### config.mk
export PLATFORM = sky130hd
export DESIGN_NAME = uart_rx_cfg
export DESIGN_NICKNAME = d
export VERILOG_FILES = /design/src/rtl/uart_pkg.sv /design/src/rtl/uart_rx_sampler.sv /design/src/rtl/uart_rx_cfg.sv
export SDC_FILE = /design/constraint.sdc
export NUM_CORES = 1
export LEC_CHECK = 0
export CAP_MARGIN = 20
export CORE_ASPECT_RATIO = 0.8
export CORE_MARGIN = 4
export CORE_UTILIZATION = 48
export DETAILED_ROUTE_END_ITERATION = 10
export PLACE_DENSITY = 0.72
export SLEW_MARGIN = 20
export SYNTH_ARGS = -nofsm -noshare
export SYNTH_HDL_FRONTEND = slang
export SYNTH_SLANG_ARGS = --single-unit
### constraint.sdc
create_clock -name clk -period 3.9 [get_ports clk]
set_clock_uncertainty 0.2 [all_clocks]
set_input_delay 0.39 -clock clk [delete_from_list [all_inputs] [get_ports clk]]
set_output_delay 0.39 -clock clk [all_outputs]
set_load 0.005 [all_outputs]
### src/rtl/uart_pkg.sv
// Shared types for the configurable UART receiver.
// The BREAK state only exists when UART_RX_BREAK_DET_EN is defined.
package uart_pkg;

    localparam int SYNC_STAGES = 2;

`ifdef UART_RX_BREAK_DET_EN
    typedef enum logic [2:0] {IDLE, START, DATA, PARITY, STOP, BREAK} rx_state_t;
`else
    typedef enum logic [2:0] {IDLE, START, DATA, PARITY, STOP} rx_state_t;
`endif

    typedef enum logic [1:0] {PAR_NONE, PAR_ODD, PAR_EVEN} parity_t;

    // 2'b11 is treated the same as 2'b00 (no parity).
    function automatic parity_t decode_parity(input logic [1:0] cfg);
        case (cfg)
            2'b01:   return PAR_ODD;
            2'b10:   return PAR_EVEN;
            default: return PAR_NONE;
        endcase
    endfunction

endpackage

### src/rtl/uart_rx_sampler.sv
// Input conditioning for the UART receiver: a 2-flop synchroniser followed by
// a 3-deep vote history that is advanced on every oversample tick.
module uart_rx_sampler
    import uart_pkg::*;
(
    input  logic clk,
    input  logic rst,
    input  logic s_tick,
    input  logic rx,
    output logic rxs,
    output logic vote
);

    logic [SYNC_STAGES-1:0] sync;
    logic [2:0]             hist;

    // Both the synchroniser and the history reset to the idle-high line level.
    always_ff @(posedge clk or posedge rst) begin
        if (rst) begin
            sync <= '1;
            hist <= '1;
        end else begin
            sync <= {sync[SYNC_STAGES-2:0], rx};
            if (s_tick) begin
                hist <= {hist[1:0], sync[SYNC_STAGES-1]};
            end
        end
    end

    assign rxs  = sync[SYNC_STAGES-1];
    assign vote = (hist[0] & hist[1]) | (hist[0] & hist[2]) | (hist[1] & hist[2]);

endmodule

### src/rtl/uart_rx_cfg.sv
// Configurable UART receiver with runtime parity/stop selection and a
// valid/ready holding register. Break detection is enabled by UART_RX_BREAK_DET_EN.
module uart_rx_cfg
    import uart_pkg::*;
#(
    parameter int DATA_BITS  = 8,
    parameter int OVERSAMPLE = 16
) (
    input  logic                 clk,
    input  logic                 rst,
    input  logic                 s_tick,
    input  logic                 rx,
    input  logic [1:0]           cfg_parity,
    input  logic                 cfg_stop2,
    output logic [DATA_BITS-1:0] rx_data,
    output logic                 rx_valid,
    input  logic                 rx_ready,
    output logic                 parity_err,
    output logic                 frame_err,
    output logic                 overrun,
    output logic                 rx_break
);

    localparam int TCW = $clog2(OVERSAMPLE);
    localparam int BIW = $clog2(DATA_BITS);
    localparam logic [TCW-1:0] TC_HALF = TCW'(OVERSAMPLE / 2 - 1);
    localparam logic [TCW-1:0] TC_FULL = TCW'(OVERSAMPLE - 1);
    localparam logic [BIW-1:0] BI_LAST = BIW'(DATA_BITS - 1);

    rx_state_t              state, state_next;
    logic [TCW-1:0]         tc;
    logic [BIW-1:0]         bit_idx;
    logic                   stop_idx;
    logic [DATA_BITS-1:0]   shreg;
    parity_t                par_mode;
    logic                   stop2_lat;
    logic                   par_err_int;
    logic                   frame_err_int;
    logic                   rxs;
    logic                   vote;
    logic                   at_half;
    logic                   at_full;
    logic                   complete;

    uart_rx_sampler u_sampler (
        .clk    (clk),
        .rst    (rst),
        .s_tick (s_tick),
        .rx     (rx),
        .rxs    (rxs),
        .vote   (vote)
    );

    assign at_half = s_tick && (tc == TC_HALF);
    assign at_full = s_tick && (tc == TC_FULL);

`ifdef UART_RX_BREAK_DET_EN
    logic par_bit;
    logic is_break;
    logic brk_det;
    // A break is an all-zero frame whose first stop bit is also zero.
    assign is_break = !stop_idx && !vote && (shreg == '0) && !par_bit;
`endif

    always_ff @(posedge clk or posedge rst) begin
        if (rst) begin
            state <= IDLE;
        end else begin
            state <= state_next;
        end
    end

    always_comb begin
        state_next = state;
        complete   = 1'b0;
`ifdef UART_RX_BREAK_DET_EN
        brk_det    = 1'b0;
`endif
        case (state)
            IDLE: begin
                if (s_tick && !rxs) state_next = START;
            end
            START: begin
                if (at_half) state_next = vote ? IDLE : DATA;
            end
            DATA: begin
                if (at_full && (bit_idx == BI_LAST)) begin
                    state_next = (par_mode != PAR_NONE) ? PARITY : STOP;
                end
            end
            PARITY: begin
                if (at_full) state_next = STOP;
            end
            STOP: begin
                if (at_full) begin
`ifdef UART_RX_BREAK_DET_EN
                    if (is_break) begin
                        brk_det    = 1'b1;
                        state_next = BREAK;
                    end else
`endif
                    if (stop_idx || !stop2_lat) begin
                        complete   = 1'b1;
                        state_next = IDLE;
                    end
                end
            end
`ifdef UART_RX_BREAK_DET_EN
            BREAK: begin
                if (s_tick && rxs) state_next = IDLE;
            end
`endif
            default: state_next = IDLE;
        endcase
    end

    // tc restarts on every state change and wraps at each bit centre.
    always_ff @(posedge clk or posedge rst) begin
        if (rst) begin
            tc <= '0;
        end else if (state_next != state) begin
            tc <= '0;
        end else if (s_tick && (state == START || state == DATA ||
                                state == PARITY || state == STOP)) begin
            tc <= (tc == TC_FULL) ? '0 : tc + TCW'(1);
        end
    end

    always_ff @(posedge clk or posedge rst) begin
        if (rst) begin
            bit_idx       <= '0;
            stop_idx      <= 1'b0;
            shreg         <= '0;
            par_mode      <= PAR_NONE;
            stop2_lat     <= 1'b0;
            par_err_int   <= 1'b0;
            frame_err_int <= 1'b0;
`ifdef UART_RX_BREAK_DET_EN
            par_bit       <= 1'b0;
`endif
        end else begin
            case (state)
                IDLE: begin
                    if (s_tick && !rxs) begin
                        par_mode      <= decode_parity(cfg_parity);
                        stop2_lat     <= cfg_stop2;
                        bit_idx       <= '0;
                        stop_idx      <= 1'b0;
                        par_err_int   <= 1'b0;
                        frame_err_int <= 1'b0;
`ifdef UART_RX_BREAK_DET_EN
                        par_bit       <= 1'b0;
`endif
                    end
                end
                DATA: begin
                    if (at_full) begin
                        shreg   <= {vote, shreg[DATA_BITS-1:1]};
                        bit_idx <= bit_idx + BIW'(1);
                    end
                end
                PARITY: begin
                    if (at_full) begin
                        par_err_int <= ((^shreg) ^ vote) != (par_mode == PAR_ODD);
`ifdef UART_RX_BREAK_DET_EN
                        par_bit     <= vote;
`endif
                    end
                end
                STOP: begin
                    if (at_full) begin
                        stop_idx <= 1'b1;
                        if (!vote) frame_err_int <= 1'b1;
                    end
                end
                default: ;
            endcase
        end
    end

    // A pop coinciding with a completion makes room, so the new frame loads.
    always_ff @(posedge clk or posedge rst) begin
        if (rst) begin
            rx_data    <= '0;
            rx_valid   <= 1'b0;
            parity_err <= 1'b0;
            frame_err  <= 1'b0;
            overrun    <= 1'b0;
        end else begin
            overrun <= 1'b0;
            if (complete && (!rx_valid || rx_ready)) begin
                rx_data    <= shreg;
                rx_valid   <= 1'b1;
                parity_err <= par_err_int;
                frame_err  <= frame_err_int | !vote;
            end else if (complete) begin
                overrun <= 1'b1;
            end else if (rx_valid && rx_ready) begin
                rx_valid <= 1'b0;
            end
        end
    end

`ifdef UART_RX_BREAK_DET_EN
    always_ff @(posedge clk or posedge rst) begin
        if (rst) begin
            rx_break <= 1'b0;
        end else begin
            rx_break <= brk_det;
        end
    end
`else
    assign rx_break = 1'b0;
`endif

endmodule

==> impl_metrics.ini, run 1 <==
[setup_path]
worst_path_largest_cell_delay_ns = 0.75
end_kind = flip-flop
crit_fanout = 11
rrSetupSlack_ns = 1.47
cp.required_ns = 3.87
startpoint_type = primary input
regToRegStartpoint = tc[0]$_DFFE_PP0P_
cpLargestDelayFamily = simple AND/OR/NAND/NOR gates
worst-endpoint-arrival_ns = 2.58
path_class = primary input to flip-flop
cp_slowest_cell = nor4b_4
worstRegToRegCells = 4
worstPathCellList = clkdlybuf4s50_1, nand4_1, nor4b_4, mux2_2
rr_endpoint = rx_data[3]$_DFFE_PP0P_
cp_num_buf_inv = 1

[route]
route.detailed.drc = 0
drtIter0Drc = 90
vias = 1253
drt.antenna.violating_nets = 0
wl_per_cell_um = 14.8
wirelength_um = 3500
first_pass_iters = 4
viasPerCell = 5.31

[die]
initial_utilization_pct = 50.6
coreArea_um2 = 3850
die_y_um = 65
die_w_um = 79.3
io_pins = 21
fp.dieArea_um2 = 5150
rows = 20

[synth]
synth_top_family_by_area = multiplexers
syn_area_um2 = 1950
synth-xor-area-share_pct = 5.20
syn_nets = 172
yosys.area_share.simple_pct = 13.0
synth.distinct_cells = 44
synth-seq-cells = 41
synth_adder_area_share_pct = 2.44
synth_mux_area_share_pct = 14.2
ys_warn_count = 0
synth-seq-area-share_pct = 53.0
synth-compound-area-share_pct = 8.15
synth_cells = 161
synth_area_per_cell_um2 = 12.1

[global_route]
track_usage_pct = 15.0
grt_pass1_wl_um = 6000
grt_overflow = 0
antenna_found_initial = 0
grt_pass1_vias = 1245
grt_max_degree = 42

[timing]
fmax_mhz = 383
fin_crit_sh_pct = 67.0
finalCriticalPeriod_ns = 2.61
setup_tns_ns = 0
drv_slew = 0
worst_pin_slew_ns = 0.779
grt_setup_unrepaired = false
hold_viol = 0
setup_violations = 0
max-slew-margin-rel_pct = 47.6

[cts]
cts-resized-gates = 0
cts_buffer_depth = 2
cts.clk_slew.worst_paths_ns = 0.07
post-cts-setup-buffer-count = 0
hold_buffers = 0
cts_sinks = 41
cts_tree = done
clk-insertion-delay-late_ns = 0.28
numCtsBuffers = 5
clockRootBuffer = clkbuf_8
h-tree-depth = 2

[pwr]
p_switching_mw = 0.265
p_sw_share_pct = 27.7
leakage_nw = 0.998
internal_power_mw = 0.691
sequentialPowerShare_pct = 54.9
power.density_nw_per_um2 = 423
comb_power_share_pct = 16.2
clock_power_share_pct = 28.9
peakVddDrop_uv = 266

[cells_and_area]
syn2layout_area_growth_pct = 15.8
drive_gt1_share_pct = 21.5
final_area_um2 = 2260
final_nets = 192
n_antenna_cell = 0

[outcome]
status = finished clean

[flow_run]
max_cap_violations = 0

[min_path]
min_path_type = flip-flop to flip-flop
hold_end = u_sampler.sync[1]$_DFF_PP1_
hold_depth = 0
hp-start = u_sampler.sync[0]$_DFF_PP1_

[placement]
port_buffers = 19
dp_hpwl_um = 2550
post_dp_cell_area_um2 = 2170
gp_congestion = 0.951
==> stage by stage <==
step | utilization [%] | cells | hold slack, ns | setup slack [ns] | power, mW
floorplan | - | 161 | 0.145 | 1.90 | 0.645
global placement | 56.3 | 229 | 0.146 | 1.06 | 0.671
detailed placement | 56.3 | 229 | 0.147 | 1.01 | 0.686
CTS | 58.6 | 236 | 0.157 | 1.31 | 0.960
global route | 58.6 | 236 | 0.160 | 1.15 | 1.00
finish | 58.6 | 236 | 0.158 | 1.29 | 0.955
==> final cells by class <==
cell class              instances  area (um^2)
clock buffers                   7         86.3
fillers                       338         1600
inverters                       6         22.5
multi-input cells             106          842
flip-flops and latches         41         1030
well taps                      55         68.8
repair buffers                 21          205
==> layout by cell type (no fill, tap or decap), types with 3 or more instances in the layout <==
cell type         n
o21ai_0           8
nand2_1           9
mux2_2           21
ha_1              3
nor2_1            5
dfstp_2           5
xnor2_1           6
nand2b_1          5
or3_1             3
nand3_1           3
mux2i_1           4
nor3_1            3
xor2_1            3
dfrtp_1          36
clkdlybuf4s50_1  19
clkbuf_8          6
inv_1             6
a211oi_1          3
==> state kept, by name, summed over array words and instances, names as in the netlist, 2 cells and up <==
register,cells
bit_idx,3
state,3
shreg,8
u_sampler.sync,2
rx_data,8
u_sampler.hist,3
tc,4
par_mode,2
==> Yosys cell counts <==
cell type,n,area [um^2]
dfrtp_1,36,901
o31ai_1,1,7.51
o21ai_0,8,40.0
inv_1,6,22.5
xnor3_1,1,22.5
or4_1,1,7.51
nand2b_1,5,31.3
o21a_1,1,7.51
mux2i_1,4,40.0
or3_1,3,18.8
buf_6,1,11.3
a31oi_1,1,6.26
nand4_1,2,12.5
clkbuf_1,1,3.75
or3b_4,1,11.3
nand2_1,9,33.8
or3b_2,1,8.76
a211oi_1,3,22.5
nor2b_1,2,12.5
ha_1,3,37.5
conb_1,1,3.75
nor3_1,3,15.0
nor3b_2,1,12.5
xor2_1,3,26.3
a21oi_1,2,10.0
xnor2_1,6,52.6
nor4_1,1,6.26
nor2_1,5,18.8
buf_2,3,15.0
o32a_1,2,20.0
maj3_1,1,10.0
o31a_1,1,8.76
mux2_2,21,236
and2_1,2,12.5
buf_4,3,22.5
o21ai_1,1,5.00
dfstp_2,5,131
nand3_1,3,15.0
o211ai_1,2,15.0
and2b_1,1,7.51
and3_1,1,6.26
o21ba_2,1,10.0
nor4b_4,1,23.8
o22ai_1,1,6.26
==> routing by layer <==
layer	track usage (%)	up-vias	routed length (um)
met5	0	-	0
met1	19.8	618	1610
li1	-	601	-
met3	4.44	2	181
met2	23.7	32	1700
met4	5.15	0	10
==> power by group through the flow <==
stage | logic [mW] | clock network, mW | registers, mW
floorplan | 0.137 | 0 | 0.508
global placement | 0.146 | 0 | 0.526
detailed placement | 0.155 | 0 | 0.530
CTS | 0.155 | 0.281 | 0.523
global route | 0.172 | 0.300 | 0.532
finish | 0.155 | 0.276 | 0.524
==> logic make-up (layout without fill, tap and decap cells) <==
logic type               after synthesis  in the layout
AO/OA/AOI/OAI                         24             24
XOR/XNOR                              10             10
adder cells (fa/ha/maj)                4              4
buffers and inverters                 14             34
flip-flops                            41             41
multiplexers                          25             25
other                                  1              1
AND/OR/NAND/NOR                       42             42
==> worst max path at each step <==
| stage | cells past startpoint | to | from | slack, ns |
|---|---|---|---|---|
| 3_5_place_dp | 4 | rx_data[3]$_DFFE_PP0P_ | s_tick | 1.01 |
| 5_1_grt | 4 | rx_data[2]$_DFFE_PP0P_ | s_tick | 1.15 |
| 2_1_floorplan | 5 | parity_err$_DFFE_PP0P_ | tc[0]$_DFFE_PP0P_ | 1.90 |
| 4_1_cts | 4 | rx_data[3]$_DFFE_PP0P_ | s_tick | 1.31 |
| 3_3_place_gp | 4 | rx_data[5]$_DFFE_PP0P_ | s_tick | 1.06 |
| 6_report | 4 | rx_data[3]$_DFFE_PP0P_ | s_tick | 1.29 |
Power figures use the tool's default switching activity.
==> inputs of run 2 (changes only) <==
==> constraint.sdc (replaced) <==
create_clock -name clk -period 2.6 [get_ports clk]
set_clock_uncertainty 0.2 [all_clocks]
set_input_delay 0.26 -clock clk [delete_from_list [all_inputs] [get_ports clk]]
set_output_delay 0.26 -clock clk [all_outputs]
set_load 0.005 [all_outputs]
==> run 2 against run 1 <==
  * Hold slack got worse by 0.0012 ns
  * Combinational power grew 53%
  * Via count is 3.6% higher
  * First-iteration DRC count down 20%
  * Sequential share of layout area shrank 0.50 points
  * Design area grew 1.1%
  * Largest power group unchanged
  * Register-to-register slack worse by 0.98 ns
  * Power rose by 48%
  * Cell count rose by 2.1%
  * Critical path depth grew 2
==> impl_metrics.ini, run 2 (synthesized netlist as in run 1, its figures left out) <==
[timing]
max-slew-margin-rel_pct = 66.3
fmax_mhz = 474
worst_pin_slew_ns = 0.505
setup_violations = 0
finalCriticalPeriod_ns = 2.11
setup_slack_ns = 0.489
drv_slew = 0
grt_setup_unrepaired = false
holdWs_ns = 0.157
fin_crit_sh_pct = 81.2
setup_tns_ns = 0
hold_viol = 0

[global_route]
grt_max_degree = 42
track_usage_pct = 16.6
antenna_found_initial = 0
use_met2_pct = 27.2
grt_pass1_wl_um = 6610
grt_pass1_vias = 1480
busiest_layer = met2
grtUsageMet1_pct = 21.3
grt_overflow = 0
grt_use_met3_pct = 4.58

[setup_path]
worstRegToRegCells = 6
worst-endpoint-arrival_ns = 2.08
crit_fanout = 4
cp_num_buf_inv = 0
regToRegStartpoint = bit_idx[0]$_DFFE_PP0P_
worstPathCellList = ha_1, ha_1, or3b_2, a211oi_1, o32a_1, nor3_1
cp.required_ns = 2.57
cpMostUsedCell = ha_1
end_kind = flip-flop
startpoint_type = flip-flop
path_class = flip-flop to flip-flop
startpoint = bit_idx[0]$_DFFE_PP0P_
rr_endpoint = tc[2]$_DFFE_PP0P_
cpLargestDelayFamily = simple AND/OR/NAND/NOR gates
worst_path_largest_cell_delay_ns = 0.50
rrSetupSlack_ns = 0.49
cp_slowest_cell = or3b_2

[pwr]
clock_power_share_pct = 27.5
p_switching_mw = 0.399
internal_power_mw = 1.02
sequentialPowerShare_pct = 55.7
power.density_nw_per_um2 = 619
p_sw_share_pct = 28.2
leakage_nw = 1.02
comb_power_share_pct = 16.7
peakVddDrop_uv = 378

[cts]
clk-insertion-delay-late_ns = 0.29
cts-resized-gates = 0
numCtsBuffers = 5
cts_sinks = 41
hold_buffers = 0
cts_buffer_depth = 2
cts.clk_slew.worst_paths_ns = 0.07
h-tree-depth = 2
cts_tree = done
clockRootBuffer = clkbuf_8
post-cts-setup-buffer-count = 0

[die]
coreArea_um2 = 3850
die_y_um = 65
rows = 20
initial_utilization_pct = 50.6
die_w_um = 79.3
io_pins = 21
fp.dieArea_um2 = 5150

[min_path]
min_path_type = flip-flop to flip-flop
hold_end = u_sampler.sync[1]$_DFF_PP1_
hold_depth = 0
hp-start = u_sampler.sync[0]$_DFF_PP1_

[route]
wl_per_cell_um = 15.1
wirelength_um = 3630
vias = 1298
viasPerCell = 5.39
first_pass_iters = 4
route.detailed.drc = 0
drtIter0Drc = 72
drt.antenna.violating_nets = 0

[cells_and_area]
n_antenna_cell = 0
syn2layout_area_growth_pct = 17.1
fillers = 329
drive_gt1_share_pct = 23.1
regArea_um2 = 1030
multi_input_area_um2 = 842
largestRegisters = rx_data: 8 flops, shreg: 8 flops, tc: 4 flops
layout_commonest_cell = dfrtp_1
final_cell_mix = 36 x dfrtp_1, 21 x mux2_2, 19 x clkdlybuf4s50_1, 9 x nand2_1, 8 x o21ai_0
final_nets = 196
utilization_pct = 59.2

[placement]
gp_congestion = 0.862
dp_hpwl_um = 2600
dp_slack_ns = 0.366
port_buffers = 19

[outcome]
status = finished clean

[flow_run]
max_cap_violations = 0
[run 2: how the worst max path moves through the flow]
| stage | cells past startpoint | slack [ns] | end |
|---|---|---|---|
| global placement | 7 | 0.44 | shreg[3]$_DFFE_PP0P_ |
| CTS | 4 | 0.49 | rx_data[5]$_DFFE_PP0P_ |
| floorplan | 5 | 0.60 | parity_err$_DFFE_PP0P_ |
| detailed placement | 7 | 0.37 | shreg[5]$_DFFE_PP0P_ |
| finish | 6 | 0.49 | tc[2]$_DFFE_PP0P_ |
| global route | 6 | 0.38 | tc[3]$_DFFE_PP0P_ |
[run 2: power by group through the flow]
stage / combinational [mW] / sequential (mW) / clock (mW)
final: 0.237 / 0.788 / 0.389
after global routing: 0.268 / 0.800 / 0.433
after CTS: 0.241 / 0.786 / 0.403
after detailed placement: 0.241 / 0.797 / 0
after global placement: 0.220 / 0.791 / 0
after floorplan: 0.205 / 0.761 / 0
[run 2: routing by layer]
metal  wire length (um)  vias to the layer above
li1                   -                      612
met1               1570                      641
met2               1780                       39
met3                238                        6
met4                 43                        0
met5                  0                        -
[run 2: cell type report]
cell class	count	area share, %
timing repair buffer	25	10.3
inverter	6	0.987
tap	55	3.02
clock inverter	1	0.219
multi-input combinational	106	36.9
clock buffer	7	3.34
sequential	41	45.2
[run 2: metrics by stage]
step | std cells | power [mW] | area [um^2]
after floorplan | 161 | 0.967 | 1950
after global placement | 233 | 1.01 | 2200
after detailed placement | 233 | 1.04 | 2200
after CTS | 241 | 1.43 | 2280
after global routing | 241 | 1.50 | 2280
final | 241 | 1.41 | 2280
